**config.mk**
```make
export PLATFORM = sky130hd
export DESIGN_NAME = stopwatch_display_scan_flat
export DESIGN_NICKNAME = d
export VERILOG_FILES = /design/src/rtl/stopwatch_display_scan_if.sv /design/src/rtl/stopwatch_display_scan.sv /design/src/flat_wrapper.sv
export SDC_FILE = /design/constraint.sdc
export NUM_CORES = 1
export LEC_CHECK = 0
export BUFFER_PORTS_ARGS = -buffer_cell sky130_fd_sc_hd__buf_2
export CORE_MARGIN = 2
export CORE_UTILIZATION = 45
export DETAILED_ROUTE_END_ITERATION = 12
export PLACE_DENSITY = 0.65
export SLEW_MARGIN = 20
export SYNTH_ARGS = -nofsm -noshare
export SYNTH_HDL_FRONTEND = slang
export SYNTH_SLANG_ARGS = --single-unit
```
**constraint.sdc**
```tcl
create_clock -name clk -period 2.3 [get_ports clk]
set_input_delay 0.46 -clock clk [delete_from_list [all_inputs] [get_ports clk]]
set_output_delay 0.46 -clock clk [all_outputs]
set_load 0.005 [all_outputs]
```
**src/rtl/stopwatch_display_scan_if.sv**
```systemverilog
// Digit/display bundle between the stopwatch counters, the scan block and the
// 7-segment display pins.
interface stopwatch_display_scan_if;
  logic [3:0] d0;
  logic [3:0] d1;
  logic [3:0] d2;
  logic [3:0] d3;
  logic [3:0] dp_en;
  logic       blank_lz;
  logic [3:0] an;
  logic [6:0] seg;
  logic       dp;
  logic [1:0] digit_sel;

  // Digit source side: supplies digits, observes the display drive.
  modport master (
    output d0, d1, d2, d3, dp_en, blank_lz,
    input  an, seg, dp, digit_sel
  );

  // Scan block side.
  modport slave (
    input  d0, d1, d2, d3, dp_en, blank_lz,
    output an, seg, dp, digit_sel
  );
endinterface

```
**src/rtl/stopwatch_display_scan.sv**
```systemverilog
// Time-multiplexed scan of four BCD digits onto a common-anode 4-digit
// 7-segment display (active-low anodes, segments and decimal point).
// Inputs are captured once per frame so a frame never mixes two readings.
module stopwatch_display_scan #(
  parameter int unsigned REFRESH_DIV  = 100000,
  parameter int unsigned BLANK_CYCLES = 4
) (
  input logic                     clk,
  input logic                     r,
  stopwatch_display_scan_if.slave bus
);

  localparam int unsigned PW = (REFRESH_DIV > 1) ? $clog2(REFRESH_DIV) : 1;
  localparam logic [PW-1:0] P_LAST  = PW'(REFRESH_DIV - 1);
  localparam logic [PW-1:0] P_BLANK = PW'(BLANK_CYCLES);

  logic [PW-1:0] p;
  logic [1:0]    k;
  logic [3:0]    snap_d [4];
  logic [3:0]    snap_dp;
  logic          snap_bl;

  logic          slot_end;
  logic [3:0]    cur_digit;
  logic [6:0]    cur_seg;
  logic [3:0]    lz_blank;

  assign slot_end = (p == P_LAST);

  // Prescaler and slot counter: one slot every REFRESH_DIV cycles.
  always_ff @(posedge clk or posedge r) begin
    if (r) begin
      p <= '0;
      k <= '0;
    end else if (slot_end) begin
      p <= '0;
      k <= k + 2'd1;
    end else begin
      p <= p + 1'b1;
    end
  end

  // Frame snapshot: inputs sampled on the last cycle of slot 3 only.
  always_ff @(posedge clk or posedge r) begin
    if (r) begin
      snap_d[0] <= '0;
      snap_d[1] <= '0;
      snap_d[2] <= '0;
      snap_d[3] <= '0;
      snap_dp   <= '0;
      snap_bl   <= 1'b0;
    end else if (slot_end && (k == 2'd3)) begin
      snap_d[0] <= bus.d0;
      snap_d[1] <= bus.d1;
      snap_d[2] <= bus.d2;
      snap_d[3] <= bus.d3;
      snap_dp   <= bus.dp_en;
      snap_bl   <= bus.blank_lz;
    end
  end

  // Leading-zero mask: a digit blanks only if it and all digits to its left
  // are zero; codes 10..15 are not zero so they stop the blanking chain.
  always_comb begin
    lz_blank    = '0;
    lz_blank[3] = snap_bl && (snap_d[3] == 4'd0);
    lz_blank[2] = lz_blank[3] && (snap_d[2] == 4'd0);
    lz_blank[1] = lz_blank[2] && (snap_d[1] == 4'd0);
  end

  // Segment decode of the current slot's digit, {g,f,e,d,c,b,a} active-low.
  always_comb begin
    cur_digit = snap_d[k];
    cur_seg   = 7'b0111111;
    case (cur_digit)
      4'd0:    cur_seg = 7'b1000000;
      4'd1:    cur_seg = 7'b1111001;
      4'd2:    cur_seg = 7'b0100100;
      4'd3:    cur_seg = 7'b0110000;
      4'd4:    cur_seg = 7'b0011001;
      4'd5:    cur_seg = 7'b0010010;
      4'd6:    cur_seg = 7'b0000010;
      4'd7:    cur_seg = 7'b1111000;
      4'd8:    cur_seg = 7'b0000000;
      4'd9:    cur_seg = 7'b0010000;
      default: cur_seg = 7'b0111111;
    endcase
    if (lz_blank[k]) begin
      cur_seg = 7'b1111111;
    end
  end

  // Registered display drive; anodes are held off for the first BLANK_CYCLES
  // of each slot while seg/dp already switch, which hides ghosting.
  always_ff @(posedge clk or posedge r) begin
    if (r) begin
      bus.an        <= '1;
      bus.seg       <= '1;
      bus.dp        <= 1'b1;
      bus.digit_sel <= '0;
    end else begin
      bus.digit_sel <= k;
      bus.an        <= (p < P_BLANK) ? 4'b1111 : ~(4'b0001 << k);
      bus.seg       <= cur_seg;
      bus.dp        <= ~snap_dp[k];
    end
  end

endmodule
```
**src/flat_wrapper.sv**
```systemverilog
// flat-port wrapper written by rule: the top's interface ports become plain ports
module stopwatch_display_scan_flat 
#(
  parameter int unsigned REFRESH_DIV  = 100000,
  parameter int unsigned BLANK_CYCLES = 4
)
  (clk, r, bus_d0, bus_d1, bus_d2, bus_d3, bus_dp_en, bus_blank_lz, bus_an, bus_seg, bus_dp, bus_digit_sel);
  stopwatch_display_scan_if bus_i ();
  input logic clk;
  input logic r;
  input wire logic [$bits(bus_i.d0)-1:0] bus_d0;
  input wire logic [$bits(bus_i.d1)-1:0] bus_d1;
  input wire logic [$bits(bus_i.d2)-1:0] bus_d2;
  input wire logic [$bits(bus_i.d3)-1:0] bus_d3;
  input wire logic [$bits(bus_i.dp_en)-1:0] bus_dp_en;
  input wire logic [$bits(bus_i.blank_lz)-1:0] bus_blank_lz;
  output wire logic [$bits(bus_i.an)-1:0] bus_an;
  output wire logic [$bits(bus_i.seg)-1:0] bus_seg;
  output wire logic [$bits(bus_i.dp)-1:0] bus_dp;
  output wire logic [$bits(bus_i.digit_sel)-1:0] bus_digit_sel;
  assign bus_i.d0 = bus_d0;
  assign bus_i.d1 = bus_d1;
  assign bus_i.d2 = bus_d2;
  assign bus_i.d3 = bus_d3;
  assign bus_i.dp_en = bus_dp_en;
  assign bus_i.blank_lz = bus_blank_lz;
  assign bus_an = bus_i.an;
  assign bus_seg = bus_i.seg;
  assign bus_dp = bus_i.dp;
  assign bus_digit_sel = bus_i.digit_sel;
  stopwatch_display_scan #(.REFRESH_DIV(REFRESH_DIV), .BLANK_CYCLES(BLANK_CYCLES)) u_core (.clk(clk), .r(r), .bus(bus_i));
endmodule
```
; ---- After elaboration in Yosys (flattened, before gate mapping)
; Memories as Yosys holds them, arrays and structs flattened.
; Index checks and enable logic that the tools add are counted.
[op_classes]
add_sub_neg = 2
n_lt_le_gt_ge = 3
eq_ne = 2
n_shift = 1
mux = 10
bitwise = 3
reduce_logical = 7
[ops]
columns = op, n
row1 = 17-bit by 1-bit adder with 17-bit output (second input constant), 1
row2 = 17-bit == test (second input constant), 1
row3 = 17-bit by 3-bit less-than comparator with 1-bit output (second input constant), 1
row4 = 17-bit two-way mux, 1
row5 = 4-bit logical NOT, 3
row6 = 4-bit two-way mux, 3
row7 = 4-bit binary-select mux with 2-bit select, 1
row8 = 7-bit two-way mux, 1
row9 = 1-bit binary-select mux with 2-bit select, 2
row10 = 1-bit logical AND, 4
row11 = 4-bit inverter, 1
row12 = 1-bit by 2-bit left shift with 4-bit output (first input constant), 1
row13 = 3-bit >= comparator (second input constant), 1
row14 = 2-bit by 3-bit less-than comparator with 1-bit output (second input constant), 1
row15 = 2-bit inverter with 3-bit output, 1
row16 = 2-bit by 1-bit adder with 2-bit output (second input constant), 1
row17 = 2-bit == test (second input constant), 1
row18 = 1-bit two-way mux, 2
row19 = 1-bit inverter, 1
[totals]
register_bits = 54
rom_bits = 112
in_bits = 23
elab_cells = 41
memories = 1
[mem_list]
columns = memory, words, word_bits, read_ports, rd_ports_with_merged_regs, wr, line_no
row1 = (no name shown), 16, 7, 1, 0, 0, stopwatch_display_scan.sv:75  ; case (cur_digit)

; ---- Longest topological paths before layout
; Gate-level depths: netlist (run 1).
[logic_depth]
ltp_word = 7
mapped_depth = 7
mapped_depth_nobuf = 6

; ---- Worst setup path after synthesis (run 1)
; Ideal clock, no wire load.
[synth_timing]
kind = register -> register
startpoint = register u_core.p[11]
endpoint = register u_core.snap_bl
setup_ps = 125
t_arrival_ps = 1783
required_ps = 2175
path_slack_ps = 392
stages_incl_launch_ff = 6
period_less_slack_ps = 1908
path_cell_list = dfrtp_1 > nor4_4 > nand2_2 > or4_4 > buf_6 > mux2_4
[synth_via]
elab_chain_cells = 2
[synth_lines]
columns = item, line_no
row1 = from (decl), stopwatch_display_scan.sv:17  ; logic [PW-1:0] p;
row2 = from (signal assigned), stopwatch_display_scan.sv:39  ; p <= p + 1'b1;
row3 = 17-bit == test, stopwatch_display_scan.sv:28  ; assign slot_end = (p == P_LAST);
row4 = 1-bit logical AND, stopwatch_display_scan.sv:52  ; end else if (slot_end && (k == 2'd3)) begin
row5 = to (signal assigned), stopwatch_display_scan.sv:58  ; snap_bl <= bus.blank_lz;
row6 = to (decl), stopwatch_display_scan.sv:21  ; logic snap_bl;
; Every way passes these cells.
; A chain may end at the register's enable or synchronous reset.

; ---- Final worst setup path (run 1)
[layout_timing]
startpoint = register u_core.p[11]
endpoint = register u_core.snap_dp[1]
[layout_via]
elab_chain_cells = 2
[layout_lines]
columns = item, line_no
row1 = 17-bit == test, stopwatch_display_scan.sv:28
row2 = 1-bit logical AND, stopwatch_display_scan.sv:52
row3 = to (signal assigned), stopwatch_display_scan.sv:57  ; snap_dp <= bus.dp_en;
row4 = to (decl), stopwatch_display_scan.sv:20  ; logic [3:0] snap_dp;
; Every way passes these cells.

==> flow_summary.yaml, run 1 <==
floorplanning:
  ioPinCount: 37
  die_w_um: 80.03
  start_util: 0.4695
  dieArea_um2: 6405
  die_h_um: 80.03
  row_count: 27
  core-area_um2: 5540
power_and_ir_drop:
  p_per_area_nw_per_um2: 559.5
  cellLeakagePower_nw: 1.380
  ir_worst_vdd_mv: 0.3459
  p_total_w: 0.001657
synthesis:
  yosysMostFrequentCell: "dfrtp_1"
  ys_ff_latch: 54
  synth_top_area_frac: 0.4040
  synth_area_leaders: "dfrtp_1 (40%), dfstp_2 (12%), mux2_4 (12%)"
  synth_area_per_cell_um2: 13.01
  ys_seq_area_frac: 0.5253
  syn_inst: 200
  ys.flop_type: "dfrtp_1"
  synth_cell_types: 40
  ys_top_cells_by_count: "dfrtp_1 (42), mux2_4 (20), dfstp_2 (12)"
  yosys_warnings: 0
  async_flop_share: 1.000
  synth_top_cell_by_area: "dfrtp_1"
  synth_edf_count: 0
  syn_area_um2: 2601
  postSynthNetCount: 233
clock_tree:
  cts_buffers: 5
  cts_root_buffer: "clkbuf_8"
  cts_tree: "yes"
  cts.sinks: 54
  clkTransAtPathRegs_ns: 0.09
  cts_repair_resize_count: 0
  cts_max_path_buffers: 2
  post-cts-setup-buffers: 0
  clk_latency_ns: 0.30
  h-tree-depth: 2
  postCtsHoldBufs: 0
timing:
  finalSetupTns_ns: 0
  setup_viol: 0
  post-route-period-util: 0.9010
  rsz0062_at_grt: "false"
  hold_viol: 0
  fin_crit_ns: 2.072
  relSlewSlack: 0.5341
  hold_ws_ns: 0.1182
  fmax_ghz: 0.4826
  drv_slew: 0
  tightest_slew_ns: 0.6935
  fin_worst_skew_ns: 0.005300
  setup_ws_ns: 0.2277
cells_and_area:
  final_cell_area_um2: 2962
  drive_gt1_frac: 0.3900
  area_growth_pct: 13.85
  final_nets: 273
  antenna_cells: 0
grt:
  gr-usage-all-layers: 0.1570
  grt_pass1_wl_um: 7569
  grt_max_degree: 39
  antenna_found_initial: 0
  grt_pass1_vias: 1551
  grt-ovfl-total: 0
critical_path:
  critPathBufInv: 0
  path_class: "flip-flop to flip-flop"
  critPathLaunchType: "flip-flop"
  cp_slowest_cell: "or4_4"
  cp_max_fo: 21
  worst_ep_arrival_time_ns: 2.26
  slowest_delay_ns: 0.70
  crit_family: "simple AND/OR/NAND/NOR gates"
  reg2reg_slack_ns: 0.23
  endpoint_kind: "flip-flop"
  path_cells: "nor4_4, nand2_2, or4_4, mux2_4"
  crit_required_ns: 2.49
routing:
  dr.pass1.iters: 4
  remaining_drc_errors: 0
  vias: 1592
  wl_met3_um: 147
  vias_per_cell: 5.086
  ant_nets: 0
  route.top_layer_used: "met4"
  wl_met1_um: 2280
  dr_wl_met2_um: 1976
  routed_wl_um: 4460
  drt-initial-drc-count: 37
  wl_per_cell_um: 14.25
outcome:
  status: "finished, final reports clean"
run:
  cap_violations: 0
hold_path:
  hold_class: "primary input to async pin"
place:
  place.gp.congestion: 0.8165
  place_hpwl_um: 3277
  post_dp_cell_area_um2: 2870
  pre_cts_slack_ns: 0.2335
  portBuffers: 36
[kinds of logic (layout without fill, tap and decap cells)]
kind of cell	Yosys count	in the layout	synth area share
adder cells (fa/ha/maj)	10	10	0.04810
AND/OR/NAND/NOR	58	58	0.1304
multiplexers	27	27	0.1674
flip-flops	54	54	0.5253
AO/OA/AOI/OAI	19	19	0.04906
XOR/XNOR	14	14	0.04714
buffers and inverters	18	59	0.03270
[layout make-up]
class | instances | area, um2
flip-flops and latches | 54 | 1366
inverters | 11 | 41.29
clock buffers | 7 | 86.33
fillers | 482 | 2579
clock inverters | 1 | 5.005
well taps | 72 | 90.09
multi-input cells | 128 | 1150
repair buffers | 40 | 222.7
[flip-flops by register name (all words and copies together), names as in the netlist]
signal and flops:
u_core.p 17, u_core.snap_d 16, u_core.bus.seg 7, u_core.bus.an 4, u_core.snap_dp 4, u_core.bus.digit_sel 2, u_core.k 2, u_core.bus.dp 1
u_core.snap_bl 1
[cells in the final DEF (no fill, tap or decap), types with 2 or more instances in the layout]
cell	synthesis	layout
xor2_1	3	3
mux4_2	5	5
nor3_1	3	3
mux2_2	2	2
nor2b_1	2	2
nand4_1	5	5
buf_2	1	36
ha_1	10	10
and4_1	3	3
dfstp_2	12	12
inv_1	11	10
o21ai_0	2	2
nor3_2	2	2
buf_4	0	3
o21bai_1	2	2
nand2_1	11	11
clkbuf_8	0	6
mux2_4	20	20
dfrtp_1	42	42
nand3_1	9	9
nor4_1	5	5
xnor2_1	11	11
a21oi_1	6	6
nor2_1	10	10
a21o_1	3	3
[path summary, 6_finish.rpt]
kind / from / endpoint / depth (start not counted)
worst min register to register: u_core.p[0]$_DFF_PP0_ / u_core.p[0]$_DFF_PP0_ / 1
worst max register to register: u_core.p[11]$_DFF_PP0_ / u_core.snap_dp[1]$_DFFE_PP0P_ / 4
min in group clk: bus_d2[3] / u_core.snap_d[7]$_DFFE_PP0P_ / 2
worst min-delay path: r / u_core.bus.digit_sel[1]$_DFF_PP0_ / 2
max in group asynchronous: r / u_core.bus.dp$_DFF_PP1_ / 3
worst max-delay path: u_core.p[11]$_DFF_PP0_ / u_core.snap_dp[1]$_DFFE_PP0P_ / 4
[power breakdown]
| part | leakage, nW | internal, W | switching [W] | total [W] |
|---|---|---|---|---|
| combinational | 0.682 | 0.0000661 | 0.0000525 | 0.000119 |
| sequential | 0.650 | 0.000987 | 0.0000169 | 0.00100 |
| clock | 0.0482 | 0.000244 | 0.000291 | 0.000535 |
| total | 1.38 | 0.00130 | 0.000361 | 0.00166 |
[metrics by stage]
| step | utilization | cells |
|---|---|---|
| after floorplan | - | 200 |
| after global placement | 0.5181 | 305 |
| after detailed placement | 0.5181 | 305 |
| after CTS | 0.5346 | 313 |
| after global routing | 0.5346 | 313 |
| final | 0.5346 | 313 |
[per-layer routing]
metal | GRT usage | up-vias
met5 | 0 | -
met4 | 0.05085 | 0
met3 | 0.04412 | 6
met2 | 0.2217 | 28
li1 | - | 785
met1 | 0.2324 | 773
Power figures use the tool's default switching activity.
==> run 2: changes to the inputs <==
--- a/config.mk
+++ b/config.mk
@@ -6,7 +6,7 @@
 export NUM_CORES = 1
 export LEC_CHECK = 0
 export BUFFER_PORTS_ARGS = -buffer_cell sky130_fd_sc_hd__buf_2
-export CORE_MARGIN = 2
+export CORE_MARGIN = 4
 export CORE_UTILIZATION = 45
 export DETAILED_ROUTE_END_ITERATION = 12
 export PLACE_DENSITY = 0.65
==> constraint.sdc (replaced) <==
create_clock -name clk -period 2.1 [get_ports clk]
set_input_delay 0.42 -clock clk [delete_from_list [all_inputs] [get_ports clk]]
set_output_delay 0.42 -clock clk [all_outputs]
set_load 0.005 [all_outputs]
==> run 2 against run 1 <==
  * Clock skew rose by 0.0067 ns
  * Sequential cell count did not move
  * Critical path depth did not move
  * Register-to-register slack got worse by 0.14 ns
  * Combinational power rose by 11%
  * First-iteration DRC count rose by 35%
  * Critical endpoint is now u_core.snap_d[14]$_DFFE_PP0P_
  * Highest routed layer unchanged
==> flow_summary.yaml, run 2 (synthesis results as in run 1) <==
place:
  portBuffers: 36
  post_dp_cell_area_um2: 2920
  place.gp.congestion: 0.7679
  place_hpwl_um: 3435
grt:
  grtUsageMet1: 0.2036
  grt_pass1_wl_um: 8383
  grt_max_degree: 55
  busiest_layer: "met2"
  use_met2: 0.2288
  grt-ovfl-total: 0
  antenna_found_initial: 0
  gr-usage-met3: 0.03159
  gr-usage-all-layers: 0.1462
  grt_pass1_vias: 1738
timing:
  tightest_slew_ns: 0.6351
  post-route-period-util: 0.9573
  drv_slew: 0
  setup_viol: 0
  fin_crit_ns: 2.010
  finalSetupTns_ns: 0
  fmax_ghz: 0.4975
  hold_viol: 0
  hold_ws_ns: 0.1434
  fin_worst_skew_ns: 0.01205
  rsz0062_at_grt: "false"
  relSlewSlack: 0.5729
hold_path:
  hold_class: "primary input to async pin"
routing:
  dr.pass1.iters: 4
  routed_wl_um: 4860
  drt-initial-drc-count: 50
  remaining_drc_errors: 0
  vias: 1705
  vias_per_cell: 5.328
  ant_nets: 0
  wl_per_cell_um: 15.19
cells_and_area:
  layout_commonest_cell: "dfrtp_1"
  final_cell_mix: "dfrtp_1 (42), buf_2 (36), mux2_4 (20)"
  postLayoutCoreUtil: 0.5569
  final_nets: 280
  nFillCells: 482
  area_growth_pct: 18.61
  antenna_cells: 0
  final_cell_area_um2: 3085
  drive_gt1_frac: 0.4113
  largest_register_ffs: 17
  reg_top3: "u_core.p (17), u_core.snap_d (16), u_core.bus.seg (7)"
  largest_register: "u_core.p"
floorplanning:
  die_w_um: 84.03
  row_count: 27
  start_util: 0.4695
  dieArea_um2: 7061
  die_h_um: 84.03
  ioPinCount: 37
  core-area_um2: 5540
power_and_ir_drop:
  ir_worst_vdd_mv: 0.3292
  p_total_w: 0.002073
  p_per_area_nw_per_um2: 671.7
  cellLeakagePower_nw: 1.434
clock_tree:
  cts_tree: "yes"
  clkTransAtPathRegs_ns: 0.09
  cts_root_buffer: "clkbuf_8"
  clk_latency_ns: 0.31
  cts_buffers: 5
  cts.sinks: 54
  h-tree-depth: 2
  cts_max_path_buffers: 2
critical_path:
  cp_slowest_cell: "or4_4"
  critPathBufInv: 0
  endpoint_kind: "flip-flop"
  cp_max_fo: 6
  worst_ep_arrival_time_ns: 2.19
  path_cells: "nor4_4, nand2_2, or4_4, mux2_4"
  crit_family: "simple AND/OR/NAND/NOR gates"
  path_class: "flip-flop to flip-flop"
  critPathLaunchType: "flip-flop"
  crit_required_ns: 2.28
  slowest_delay_ns: 0.64
  reg2reg_slack_ns: 0.09
run:
  cap_violations: 0
outcome:
  status: "finished, final reports clean"
-- run 2: layer usage --
metal / vias to the layer above / part of all wire
li1: 807 / -
met1: 850 / 0.46
met2: 42 / 0.48
met3: 6 / 0.049
met4: 0 / 0.013
met5: - / 0
-- run 2: worst paths after layout --
check,from,endpoint,cells past startpoint
setup / recovery,u_core.p[11]$_DFF_PP0_,u_core.snap_d[14]$_DFFE_PP0P_,4
hold / removal,r,u_core.bus.digit_sel[1]$_DFF_PP0_,3
setup reg to reg,u_core.p[11]$_DFF_PP0_,u_core.snap_d[14]$_DFFE_PP0P_,4
hold reg to reg,u_core.p[0]$_DFF_PP0_,u_core.p[0]$_DFF_PP0_,1
max in group asynchronous,r,u_core.bus.dp$_DFF_PP1_,3
min in group clk,bus_dp_en[2],u_core.snap_dp[2]$_DFFE_PP0P_,2
-- run 2: layout make-up --
cell class / count / area (um2) / share of cell area
Sequential cell: 54 / 1366 / 0.4428
Clock inverter: 2 / 60.06 / 0.01946
Tap cell: 72 / 90.09 / 0.02920
Inverter: 11 / 41.29 / 0.01338
Multi-Input combinational cell: 130 / 1172 / 0.3800
Clock buffer: 6 / 82.58 / 0.02676
Timing Repair Buffer: 45 / 272.8 / 0.08840
-- run 2: power breakdown --
group / switching [W] / internal (W)
clock network: 0.000333 / 0.000508
registers: 0.0000189 / 0.00108
logic: 0.0000590 / 0.0000728
-- run 2: worst reg2reg max path, cell delays in order, from the launching register on --
cell,delay [ns]
dfrtp_1,0.44
nor4_4,0.35
nand2_2,0.14
or4_4,0.64
mux2_4,0.33
-- run 2: repair_timing --
action                     CTS  global route
hold buffers                 0             0
resized for setup            0             2
setup endpoints to repair    0            21
setup buffers                0             0
-- run 2: stage by stage --
step                      instances  setup WS [ns]
after floorplan                 200         0.1923
after global placement          310        0.07113
after detailed placement        310        0.03265
after CTS                       318        0.01297
after global routing            320        0.02865
final                           320        0.08976
==> run 3: changes to the inputs <==
--- a/config.mk
+++ b/config.mk
@@ -9,7 +9,7 @@
 export CORE_MARGIN = 4
 export CORE_UTILIZATION = 45
 export DETAILED_ROUTE_END_ITERATION = 12
-export PLACE_DENSITY = 0.65
+export PLACE_DENSITY_LB_ADDON = 0.05
 export SLEW_MARGIN = 20
 export SYNTH_ARGS = -nofsm -noshare
 export SYNTH_HDL_FRONTEND = slang
==> constraint.sdc (replaced) <==
create_clock -name clk -period 2.1 [get_ports clk]
set_input_delay 0.42 -clock clk [delete_from_list [all_inputs] [get_ports clk]]
set_output_delay 0.42 -clock clk [all_outputs]
set_load 0.1 [all_outputs]
==> run 3 against run 2 <==
  * Count of clock-buffer cells in the layout is 2 higher
  * Wire length is 8.2% higher
  * Total power is 9.5% lower
  * Non-clock buffer count fell by 1
  * Die area stayed put
  * Sequential cell count did not move
  * Critical endpoint is now u_core.snap_d[8]$_DFFE_PP0P_
  * Largest cell class unchanged
==> flow_summary.yaml, run 3 (synthesis results as in run 1) <==
floorplanning:
  dieArea_um2: 7061
  start_util: 0.4695
  row_count: 27
  core-area_um2: 5540
  ioPinCount: 37
  die_w_um: 84.03
  die_h_um: 84.03
clock_tree:
  clk_latency_ns: 0.30
  cts.sinks: 54
  cts_buffers: 5
  cts_max_path_buffers: 2
  postCtsHoldBufs: 0
  cts_tree: "yes"
  cts_root_buffer: "clkbuf_8"
  post-cts-setup-buffers: 0
  h-tree-depth: 2
  clkTransAtPathRegs_ns: 0.09
critical_path:
  reg2reg_depth: 4
  critPathLaunchType: "flip-flop"
  cp_max_fo: 10
  slowest_delay_ns: 0.64
  path_cells: "nor4_4, nand2_2, or4_4, mux2_4"
  worst_ep_arrival_time_ns: 2.25
  endpoint_kind: "flip-flop"
  path_class: "flip-flop to flip-flop"
  crit_required_ns: 2.30
  cp_slowest_cell: "or4_4"
timing:
  hold_viol: 0
  tightest_slew_ns: 0.6804
  rsz0062_at_grt: "false"
  relSlewSlack: 0.5429
  drv_slew: 0
  setup_viol: 0
  post-route-period-util: 0.9797
  fin_crit_ns: 2.057
  fmax_ghz: 0.4861
  fin_worst_skew_ns: 0.008058
grt:
  grt-ovfl-total: 0
  grt_pass1_vias: 1789
  busiest_layer: "met2"
  gr-usage-met3: 0.04442
  gr-usage-all-layers: 0.1596
  use_met2: 0.2374
  grt_pass1_wl_um: 9011
  grt_max_degree: 25
  grtUsageMet1: 0.2310
  antenna_found_initial: 0
place:
  portBuffers: 36
  place.gp.congestion: 0.8055
  post_dp_cell_area_um2: 2900
  dp.cells: 309
  place_hpwl_um: 3723
run:
  cap_violations: 0
routing:
  wl_per_cell_um: 16.49
  ant_nets: 0
  vias: 1689
  vias_per_cell: 5.295
  drt-initial-drc-count: 61
  dr.pass1.iters: 4
  remaining_drc_errors: 0
  routed_wl_um: 5259
cells_and_area:
  nFillCells: 474
  largest_register_ffs: 17
  postLayoutCoreUtil: 0.5425
  drive_gt1_frac: 0.4008
  layout_commonest_cell: "dfrtp_1"
  final_cell_mix: "dfrtp_1 (42), buf_2 (36), mux2_4 (20)"
  final_cell_area_um2: 3005
  area_growth_pct: 15.54
  reg_top3: "u_core.p (17), u_core.snap_d (16), u_core.bus.seg (7)"
  largest_register: "u_core.p"
  instances_no_fill: 319
  antenna_cells: 0
  final_nets: 279
outcome:
  status: "finished, final reports clean"
power_and_ir_drop:
  cellLeakagePower_nw: 1.390
  ir_worst_vdd_mv: 0.2961
  p_total_w: 0.001876
  p_per_area_nw_per_um2: 624.2
hold_path:
  hold_class: "primary input to async pin"
[run 3: cell types whose count changed in the layout (fill, tap and decap cells not counted)]
| cell | delta |
|---|---|
| clkbuf_8 | -1 |
| ha_1 | -1 |
| ha_2 | +1 |
| clkbuf_1 | +3 |
| bufinv_16 | -2 |
| buf_12 | -1 |
[run 3: stage by stage]
| step | setup TNS, ns | hold WS, ns | worst slack [ns] |
|---|---|---|---|
| finish | 0 | 0.1261 | 0.04267 |
| global route | 0 | 0.1612 | 0.0002351 |
| CTS | 0 | 0.1445 | 0.01300 |
| detailed placement | -0.005875 | 0.4781 | -0.003441 |
| global placement | 0 | 0.4564 | 0.06439 |
| floorplan | 0 | 0.3993 | 0.1923 |
[run 3: repair_timing]
item                                    in CTS  in global routing
endpoints found under the setup margin      21                 15
gates cloned                                 2                  0
pin swaps                                    2                  2
gates resized for setup                      2                  1
hold endpoints to repair                     0                  0
[run 3: path summary, 6_finish.rpt]
| path | startpoint | end | slack [ns] |
|---|---|---|---|
| max | u_core.p[14]$_DFF_PP0_ | u_core.snap_d[8]$_DFFE_PP0P_ | 0.04 |
| min | r | u_core.snap_d[12]$_DFFE_PP0P_ | 0.13 |
| max reg2reg | u_core.p[14]$_DFF_PP0_ | u_core.snap_d[8]$_DFFE_PP0P_ | 0.04 |
| min reg2reg | u_core.p[0]$_DFF_PP0_ | u_core.p[0]$_DFF_PP0_ | 0.49 |
| max in group asynchronous | r | u_core.bus.an[2]$_DFF_PP1_ | 1.31 |
| min in group clk | bus_d1[2] | u_core.snap_d[10]$_DFFE_PP0P_ | 0.34 |
[run 3: layout make-up]
cell class / count / area (um2) / area share
flip-flops and latches: 54 / 1366 / 0.4546
multi-input cells: 130 / 1175 / 0.3909
repair buffers: 44 / 252.7 / 0.08410
well taps: 72 / 90.09 / 0.02998
clock buffers: 8 / 80.08 / 0.02664
inverters: 11 / 41.29 / 0.01374
[run 3: power breakdown]
part	internal (W)	switching, W	total, W
combinational	0.0000714	0.000149	0.000221
clock	0.000238	0.000317	0.000555
sequential	0.00108	0.0000195	0.00110
total	0.00139	0.000486	0.00188
[run 3: per-layer routing]
metal / vias to the layer above / wire [um]
met5: - / 0
met4: 0 / 50
met3: 5 / 287
met2: 47 / 2393
met1: 837 / 2527
li1: 800 / -
[run 3: critical path, delay by kind of cell (launching register included)]
family / cells / cell delay, ns
DFF: 1 / 0.46
muxes: 1 / 0.33
and+or+nand+nor: 3 / 1.15
